**src/rtl/tz_pkg.sv**
```systemverilog
// ---------------------------------------------------------------------------
// tz_pkg : shared types for the trailing-zero count link
// Rev 1.0 : initial release
// ---------------------------------------------------------------------------
`default_nettype none

package tz_pkg;

  typedef enum logic [1:0] {
    IDLE = 2'd0,
    ZERO = 2'd1,
    ONE  = 2'd2
  } tz_state_e;

  // Count width: must hold 0..width inclusive.
  function automatic int tz_cw(input int width);
    return $clog2(width) + 1;
  endfunction

endpackage

`default_nettype wire

```
**src/rtl/trailing_zeroes_expander.sv**
```systemverilog
// ---------------------------------------------------------------------------
// trailing_zeroes_expander : turns trailing-zero counts back into an LSB-first
// bit stream. Optional macro TZ_EXPAND_RANGE_CHECK_EN adds the sticky err port.
// Rev 1.0 : initial release
// ---------------------------------------------------------------------------
`default_nettype none

module trailing_zeroes_expander
  import tz_pkg::*;
#(
  parameter  int DATA_WIDTH = 32,
  localparam int CW         = tz_cw(DATA_WIDTH)
) (
  input  logic          clk,
  input  logic          reset,
  input  logic [CW-1:0] din,
  input  logic          din_valid,
  output logic          din_ready,
  output logic          dout,
  output logic          dout_valid,
  input  logic          dout_ready,
  output logic          dout_last
`ifdef TZ_EXPAND_RANGE_CHECK_EN
  ,
  output logic          err
`endif
);

  localparam logic [CW-1:0] C_DW  = CW'(DATA_WIDTH);
  localparam logic [CW-1:0] C_ONE = CW'(1);

  tz_state_e     state_q, state_d;
  logic [CW-1:0] rem_q, rem_d;
  logic          full_q, full_d;
  logic          out_xfer;
  logic          in_xfer;
  logic          run_done;
  logic          load_ok;
  logic [CW-1:0] n_eff;

`ifdef TZ_EXPAND_RANGE_CHECK_EN
  logic          err_q, err_d;
  assign err = err_q;
`endif

  assign dout       = (state_q == ONE);
  assign dout_valid = (state_q != IDLE);
  assign dout_last  = (state_q == ONE) ||
                      ((state_q == ZERO) && (rem_q == '0) && full_q);
  assign out_xfer   = dout_valid && dout_ready;
  // Ready in the cycle the last bit leaves, so the next count loads without a bubble.
  assign din_ready  = (state_q == IDLE) || (out_xfer && dout_last);
  assign in_xfer    = din_valid && din_ready;

  always_comb begin
    state_d  = state_q;
    rem_d    = rem_q;
    full_d   = full_q;
    run_done = 1'b0;
    load_ok  = 1'b1;
    n_eff    = din;
`ifdef TZ_EXPAND_RANGE_CHECK_EN
    err_d    = err_q;
`endif

    case (state_q)
      ZERO: begin
        if (out_xfer) begin
          if (rem_q != '0) begin
            rem_d = rem_q - C_ONE;
          end else if (!full_q) begin
            state_d = ONE;
          end else begin
            run_done = 1'b1;
          end
        end
      end
      ONE: begin
        if (out_xfer) begin
          run_done = 1'b1;
        end
      end
      default: ;
    endcase

    if (run_done) begin
      state_d = IDLE;
      full_d  = 1'b0;
    end

    if (din > C_DW) begin
`ifdef TZ_EXPAND_RANGE_CHECK_EN
      load_ok = 1'b0;
      if (in_xfer) begin
        err_d = 1'b1;
      end
`else
      n_eff = C_DW;
`endif
    end

    if (in_xfer && load_ok) begin
      if (n_eff == '0) begin
        state_d = ONE;
        rem_d   = '0;
        full_d  = 1'b0;
      end else begin
        state_d = ZERO;
        rem_d   = n_eff - C_ONE;
        full_d  = (n_eff == C_DW);
      end
    end
  end

  always_ff @(posedge clk) begin
    if (reset) begin
      state_q <= IDLE;
      rem_q   <= '0;
      full_q  <= 1'b0;
`ifdef TZ_EXPAND_RANGE_CHECK_EN
      err_q   <= 1'b0;
`endif
    end else begin
      state_q <= state_d;
      rem_q   <= rem_d;
      full_q  <= full_d;
`ifdef TZ_EXPAND_RANGE_CHECK_EN
      err_q   <= err_d;
`endif
    end
  end

endmodule

`default_nettype wire
```
**config.mk**
```make
export PLATFORM = sky130hd
export DESIGN_NAME = trailing_zeroes_expander
export DESIGN_NICKNAME = d
export VERILOG_FILES = /design/src/rtl/tz_pkg.sv /design/src/rtl/trailing_zeroes_expander.sv
export SDC_FILE = /design/constraint.sdc
export NUM_CORES = 1
export LEC_CHECK = 0
export BUFFER_PORTS_ARGS = -buffer_cell sky130_fd_sc_hd__buf_4
export CAP_MARGIN = 15
export CORE_MARGIN = 2
export CORE_UTILIZATION = 53
export CTS_CLUSTER_DIAMETER = 100
export DETAILED_ROUTE_END_ITERATION = 7
export PLACE_DENSITY = 0.77
export SYNTH_ARGS = -nofsm -noshare
export SYNTH_HDL_FRONTEND = slang
export SYNTH_SLANG_ARGS = --single-unit
```
**constraint.sdc**
```tcl
create_clock -name clk -period 2.55 [get_ports clk]
set_clock_uncertainty 0.2 [all_clocks]
set_input_delay 0.255 -clock clk [delete_from_list [all_inputs] [get_ports clk]]
set_output_delay 0.255 -clock clk [all_outputs]
set_load 0.005 [all_outputs]
```
# Yosys cells after proc, flatten, opt, wreduce, memory -nomap -nowiden
# Cells that the tools add are included.
# op_classes
add_sub_neg,2
order_cmp,1
eq_ne,5
n_mux,21
reduce_logical,20
# ops
cell,n
6-bit two-way mux,6
2-bit two-way mux,7
6-bit logical NOT,2
"6-bit by 1-bit subtractor with 6-bit output, second input constant",2
2-bit nonzero test,5
1-bit two-way mux,7
"6-bit equality test, second input constant",1
"6-bit greater-than comparator, second input constant",1
3-bit nonzero test,2
6-bit nonzero test,1
1-bit logical AND,5
4-bit AND reduction,1
"3-bit by 1-bit inequality test with 1-bit output, second input constant",1
"3-bit inequality test, second input constant",1
3-bit AND reduction,1
"2-bit by 1-bit equality test with 1-bit output, second input constant",1
"2-bit equality test, second input constant",1
2-bit logical NOT,1
1-bit logical OR,2
1-bit one-hot mux with 2 select lines,1
# word_totals
reg_bits,9
input_bits,10

# Longest topological paths before layout
# Gate-level depths: netlist (run 1).
# logic_depth
depth_word,9
depth_mapped,8
ltp_nobuf,7

# Worst setup path after synthesis (run 1)
# No wires, ideal clock.
# synth_path
kind,flip-flop to flip-flop
startpoint,register rem_q[0]
endpoint,register state_q[1]
setup_ns,0.100
arrival_time_ns,1.607
t_required_ns,2.250
path_slack_ns,0.644
stages_incl_launch_ff,8
path_buffers,0
period_less_slack_ns,1.906
path_cell_list,dfxtp_1 > inv_1 > ha_1 > nor2b_2 > and3_4 > a21o_2 > and4b_1 > a2111oi_4
# synth_between
elab_chain_cells,9
# synth_rtl
element,line_no,rtl
start: declaration,trailing_zeroes_expander.sv:33,"logic [CW-1:0] rem_q, rem_d;"
start signal: assignment,trailing_zeroes_expander.sv:125,rem_q <= rem_d;
6-bit logical NOT (*),trailing_zeroes_expander.sv:49,((state_q == ZERO) && (rem_q == '0) && full_q);
1-bit logical AND (*) (2 in series),trailing_zeroes_expander.sv:49,
1-bit logical OR (*),trailing_zeroes_expander.sv:48,assign dout_last = (state_q == ONE) ||
via dout_last,trailing_zeroes_expander.sv:22,output logic dout_last
1-bit logical AND (*),trailing_zeroes_expander.sv:52,assign din_ready = (state_q == IDLE) || (out_xfer && dout_last);
1-bit logical OR (*),trailing_zeroes_expander.sv:52,
1-bit logical AND (*),trailing_zeroes_expander.sv:53,assign in_xfer = din_valid && din_ready;
3-bit inequality test (no line) (tied with other cells),--,
4-bit AND reduction (no line),--,
end signal: assignment,trailing_zeroes_expander.sv:124,state_q <= state_d;
end: declaration,trailing_zeroes_expander.sv:32,"tz_state_e state_q, state_d;"
# Mark *: on every way through the listed nets, which the timed path passes. The rest lies on a longest branch.
# A chain may end at the register's enable or synchronous reset.

# Worst setup path after layout (run 1)
# layout_path
startpoint,register rem_q[0]
endpoint,output port din_ready
# layout_between
elab_chain_cells,6
# layout_rtl
element,line_no,rtl
6-bit logical NOT,trailing_zeroes_expander.sv:49,
1-bit logical AND (2 in series),trailing_zeroes_expander.sv:49,
1-bit logical OR,trailing_zeroes_expander.sv:48,
1-bit logical AND,trailing_zeroes_expander.sv:52,
1-bit logical OR,trailing_zeroes_expander.sv:52,
end: declaration,trailing_zeroes_expander.sv:18,"output logic din_ready,"
# Every way passes these cells.

==> results of run 1 <==
-- stage by stage --
stage,hold slack [ns],worst slack [ns],std cells
2_1_floorplan,0.2655,0.6439,90
6_report,0.03731,0.3279,120
4_1_cts,0.02204,0.3148,120
5_1_grt,0.03721,0.2313,120
3_3_place_gp,0.3007,0.5574,116
3_5_place_dp,0.3164,0.5137,116
-- layout by cell type, fill, tap and decap left out, drive strengths merged --
master | synthesis | layout
buf | 2 | 14
nand2 | 9 | 9
dfxtp | 9 | 9
a21oi | 7 | 7
nor2 | 7 | 7
inv | 6 | 6
ha | 6 | 6
a211oi | 5 | 5
o211ai | 4 | 4
xor2 | 4 | 4
clkbuf | 1 | 4
nand3 | 3 | 3
and3 | 3 | 3
nor3 | 3 | 3
nand2b | 2 | 2
nand3b | 2 | 2
a221oi | 2 | 2
nor2b | 2 | 2
a21o | 1 | 1
a22o | 1 | 1
nor4 | 1 | 1
o21ai | 1 | 1
and4b | 1 | 1
a2111oi | 1 | 1
a22oi | 1 | 1
nor4b | 1 | 1
mux2i | 1 | 1
or3 | 1 | 1
o21bai | 1 | 1
xnor2 | 1 | 1
a32oi | 1 | 1
-- worst register-to-register path, cell delays in order (launching register included) --
cell and delay, ns:
dfxtp_1 0.36, inv_1 0.09, ha_1 0.24, nand3b_1 0.22
a21oi_1 0.34, nand3_1 0.15, xor2_1 0.16, a211oi_1 0.22
-- flip-flops by register name, indices dropped and copies added (netlist names) --
register	count
state_q	2
full_q	1
rem_q	6
-- area by class of cell --
cell class	instances	area, um^2	area share
multi-input cells	72	529.3	0.6000
flip-flops and latches	9	180.2	0.2043
repair buffers	14	105.1	0.1191
clock buffers	4	26.28	0.02979
inverters	6	22.52	0.02553
well taps	15	18.77	0.02128
-- per-layer routing --
metal	GRT usage	vias up
met3	0.08261	9
met1	0.2781	328
li1	-	360
met2	0.2969	22
met5	0	-
met4	0.1419	0
-- worst max-delay path by stage --
stage,endpoint,cells after the start
after global routing,din_ready,8
after floorplan,state_q[1],7
final,din_ready,8
after global placement,state_q[1],7
after CTS,din_ready,8
after detailed placement,rem_q[4],7
-- report_power, final --
part | internal (mW) | total [mW] | switching [mW]
combinational | 0.106 | 0.216 | 0.110
clock | 0.0607 | 0.118 | 0.0568
sequential | 0.161 | 0.181 | 0.0207
total | 0.327 | 0.515 | 0.188
-- cell families after synthesis --
logic type                 Yosys count  synth area share
xor gates and xnor gates             5           0.05853
DFF                                  9            0.2408
AOI/OAI and AO/OA                   25            0.2609
and+or+nand+nor                     35            0.2743
buffers and inverters                9           0.05183
adders and majority gates            6            0.1003
muxes                                1           0.01338
==> metrics.txt, run 1 <==
first-pass GRT wire length 2.842 mm; Clock Latency Late Sink 0.28 ns; Ports 14; CP cell instances inv_1 > ha_1 > nor2b_2 > and3_4 > a21o_2 > nand2_1 > nand2_1 > buf_4; gp weighted congestion 0.8875; ys flop type dfxtp_1; final wirelength 1.648 mm; critical path buffer and inverter count 2; Worst VDD drop 0.0003473 V; die boundary width 41.58 um; hold buffers post-CTS 0; Worst Hold End state_q[1]; sequential fraction of the synthesis area 0.2408; Post-synth EDFFs 0; hold_sp reset; synth top area cells dfxtp_1, ha_1, a211oi_1, a21oi_1, xor2_1; fin util 0.6695; Num CTS Buffers 3; setup bufs post-CTS 0; Post-synth ARST share 0; DP HPWL 1.242 mm; wl on met1 770 um; CP delay by family, top simple AND/OR/NAND/NOR gates; top-area cell type share of the netlist area 0.2408; Critical Path Fanout Max 5; r2r endpoint rem_q[4]; Tot GR Track Use 0.2164; initial core utilization 0.5679; Reg2Reg Depth 7; DRT Pass-1 Iters 7; final hold vios 0; grt ovf 0; die span in y 41.58 um; RSZ-0062 raised after global routing no; count of different cell masters after synthesis 35; maximum clock path buffer count 2; CP max stage cell dfxtp_1; CTS tree built; CTS resizes 0; largest net degree at the start of global routing 12; Post-synth top cells dfxtp_1, nand2_1, a21oi_1, nor2_1; total die area 1728 um^2; Critical Path AT 1.77 ns; CTS root buf clkbuf_4; R2R setup slack 0.49 ns; Ant. Diodes 0; Mean Syn Cell Area 8.314 um^2; final setup fails 0; drt drc 0; Layout area overhead 17.89%; setup_tns 0 ns; Syn Inst Count 90; clock sink count 9; Avg WL per Cell 13.73 um; R2R Path Start state_q[0]; Slew @ Worst Pin 0.3790 ns; post-route cell area 882.1 um^2; area of the mapped netlist 748.2 um^2; met2 routed WL 716 um; Min Clock Period, post-route 2.222 ns; Syn Nets 106; Nets 122; I/O Buffers 13; Rel. slew slack 0.7438; layout cells sized above 1 0.2381; DR vias/cell 5.992; CP most frequent cell nand2_1; placed cell area 855.8 um^2; Critical Path Max Stage Delay 0.39 ns; top sig layer met4; Clock Pin Slew Worst Setup and Hold Paths 0.06 ns; status finished clean; Max Clk Rate 450.0 MHz; Slew Limit Fails 0; PD cells 584.0 nW/um^2; detailed router's first-iteration violation count 12; # H-tree levels 1; WP data required 2.10 ns; critical path capture point type output port; Worst Setup SP rem_q[0]; Setup crit start kind register; met3 WL 117 um; vias in the first global route 671; filler instances 116; area leader, netlist dfxtp_1; #FFs+latches synth 9; crit path kind register to output port; max cap viols 0; YS warnings 0; part of the cycle the worst path needs 0.8714; Row Count 13; vias 719; P_leak 0.3548 nW; core area 1318 um^2; Post-DRT Antenna Nets 0; worst min path class primary input to register; initial antenna violation count 0; hold depth 2; total power 0.5151 mW
Power figures use the tool's default switching activity.
==> run 2, diff against run 1 <==
--- a/config.mk
+++ b/config.mk
@@ -5,10 +5,10 @@
 export SDC_FILE = /design/constraint.sdc
 export NUM_CORES = 1
 export LEC_CHECK = 0
+export ABC_AREA = 1
 export BUFFER_PORTS_ARGS = -buffer_cell sky130_fd_sc_hd__buf_4
 export CAP_MARGIN = 15
-export CORE_MARGIN = 2
-export CORE_UTILIZATION = 53
+export CORE_UTILIZATION = 54
 export CTS_CLUSTER_DIAMETER = 100
 export DETAILED_ROUTE_END_ITERATION = 7
 export PLACE_DENSITY = 0.77
==> run 2 against run 1 <==
  * Fmax up 13%
  * Worst setup slack better by 0.26 ns
  * Sequential share of layout area down 1.2 points
==> metrics.txt, run 2 <==
top-area cell type share of the netlist area 0.2229 (-0.01789); Final WS setup 0.5871 ns (+0.2592 ns); Layout area overhead 16.10%; part of the cycle the worst path needs 0.7698 (-0.1017); crit path kind register to register; maximum clock path buffer count 2 (unchanged); Clock Pin Slew Worst Setup and Hold Paths 0.06 ns (about the same); final hold vios 0 (unchanged); ys flop type dfxtp_1; most frequent cell after synthesis nand2_1; DP Worst Slack 0.6194 ns (+0.1056 ns); top flop regs rem_q: 6 flops, state_q: 2 flops, full_q: 1 flops; Syn Nets 149 (+41%); gp weighted congestion 0.8836 (-0.44%); hold buffers post-CTS 1 (+1); fin util 0.6951 (+0.02557); Syn Inst Count 133 (+48%); clock sink count 9 (unchanged); Post-synth top cells nand2_1, nor2_1, inv_1; Clock Latency Late Sink 0.27 ns (about the same); PD cells 729.9 nW/um^2 (+25%); final wirelength 1.693 mm (+2.7%); Min Clock Period, post-route 1.963 ns (-0.2592 ns); #FFs+latches synth 9 (unchanged); M3 GR Usage 0.08152 (-0.001087); YS warnings 0 (unchanged); die boundary width 40.69 um (-2.1%); DP HPWL 1.349 mm (+8.6%); most frequent cells in the layout nand2_1, nor2_1, inv_1; I/O Buffers 13 (unchanged); DR vias/cell 5.226 (-13%); area of the mapped netlist 808.3 um^2 (+8.0%); vias in the first global route 638 (-4.9%); Ports 14 (unchanged); synth top area cells dfxtp_1, nand2_1, ha_1, nor2_1, inv_1; Mean Syn Cell Area 6.077 um^2 (-27%); layout cells sized above 1 0.1544 (-0.08373); sequential fraction of the synthesis area 0.2229 (-0.01789); Avg WL per Cell 10.32 um (-25%); initial antenna violation count 0 (unchanged); Critical Path AT 1.92 ns (+0.15 ns); Top reg by flops rem_q; filler instances 133 (+15%); CTS root buf clkbuf_4; die span in y 40.69 um (-2.1%); total die area 1656 um^2 (-4.2%); initial core utilization 0.5987 (+0.03080); Row Count 13 (unchanged); Rel. slew slack 0.8228 (+0.07898); max reg flops 6 (unchanged); first-pass GRT wire length 2.539 mm (-11%); Num CTS Buffers 3 (unchanged); CTS tree built; largest net degree at the start of global routing 13 (+1); Post-synth ARST share 0 (unchanged); Max Clk Rate 509.5 MHz (+13%); # H-tree levels 1 (unchanged); setup bufs post-CTS 0 (unchanged); Critical Path Fanout Max 12 (+7); Hold Worst Slack 0.1561 ns (+0.1188 ns); Tot GR Track Use 0.2381 (+0.02168); core area 1350 um^2 (+2.5%); CP cell instances inv_1 > ha_1 > inv_1 > nand2_1 > inv_1 > nand2_2 > nand2_4 > nand2_4 > nand2_2 > nand2_2 > nor2_1 > nor2_1; Worst VDD drop 0.0003811 V (+9.7%); Critical Path Max Stage Delay 0.36 ns (-0.03 ns); status finished clean; Most Used Layer, Global Route met2; DRT Pass-1 Iters 4 (-3); Slew Limit Fails 0 (unchanged); RSZ-0062 raised after global routing no; Nets 166 (+36%); Slew @ Worst Pin 0.2655 ns (-0.1134 ns); P_leak 0.5119 nW (+44%); commonest non-fill, non-tap cell in the layout nand2_1; WP data required 2.51 ns (+0.41 ns); met2 GRT Util 0.3492 (+0.05233); count of different cell masters after synthesis 19 (-46%); grt ovf 0 (unchanged); grt met1 use 0.3344 (+0.05636); critical path capture point type register; vias 857 (+19%); setup_tns 0 ns (unchanged); CP max stage cell dfxtp_1; worst min path class primary input to register; final setup fails 0 (unchanged); Post-DRT Antenna Nets 0 (unchanged); Setup crit start kind register; max cap viols 0 (unchanged); detailed router's first-iteration violation count 16 (+4); Ant. Diodes 0 (unchanged); drt drc 0 (unchanged); CTS resizes 0 (unchanged); Post-synth EDFFs 0 (unchanged); area leader, netlist dfxtp_1
==> run 2: cell types whose count changed after synthesis, sizes merged, moves of 3 or more <==
cell and change:
a21oi -3, inv +12, nand3 +9, a211oi -5, and3 -3, nor2 +14, o21ai +4, o211ai -3
nand2 +35
==> run 2: final cells by class <==
cell class | count | area [um^2] | share of cell area
clock buffers | 4 | 26.28 | 0.02800
well taps | 15 | 18.77 | 0.02000
repair buffers | 14 | 107.6 | 0.1147
flip-flops and latches | 9 | 180.2 | 0.1920
inverters | 18 | 67.56 | 0.07200
multi-input cells | 104 | 538.0 | 0.5733
==> run 2: worst max-delay path, delay by kind of cell (launching register included) <==
| family | cells | cell delay [ns] |
|---|---|---|
| flops | 1 | 0.36 |
| simple gates | 8 | 0.77 |
| buf+inv | 3 | 0.29 |
| fa+ha+maj | 1 | 0.21 |
==> run 2: per-stage QoR <==
step,area (um^2),total power [mW],cells
4_1_cts,938.4,0.6905,164
5_1_grt,938.4,0.7512,164
3_3_place_gp,902.1,0.5637,159
6_report,938.4,0.6849,164
3_5_place_dp,902.1,0.5720,159
2_1_floorplan,808.3,0.4939,133
==> run 2: power by group <==
group | total (mW) | internal, mW | switching, mW
clock | 0.112 | 0.0604 | 0.0517
sequential | 0.194 | 0.172 | 0.0227
combinational | 0.379 | 0.152 | 0.227
total | 0.685 | 0.384 | 0.301
==> run 2: cells by family after synthesis <==
group / after synthesis / synth area share
flops: 9 / 0.2229
fa+ha+maj: 6 / 0.09288
simple gates: 83 / 0.4551
compound gates: 11 / 0.07431
buf+inv: 20 / 0.1114
xor+xnor: 4 / 0.04335
==> run 2: final timing paths <==
kind,end,from,slack [ns],depth (start not counted)
setup / recovery,rem_q[3],state_q[0],0.59,12
setup reg to reg,rem_q[3],state_q[0],0.59,12
hold / removal,full_q,din_valid,0.16,3
hold reg to reg,full_q,full_q,0.31,2
==> run 2: layer usage <==
layer / vias to the layer above / part of all wire / wire (um)
met4: 0 / 0.010 / 17
li1: 451 / - / -
met1: 381 / 0.49 / 837
met5: - / 0 / 0
met2: 23 / 0.43 / 732
met3: 2 / 0.063 / 106
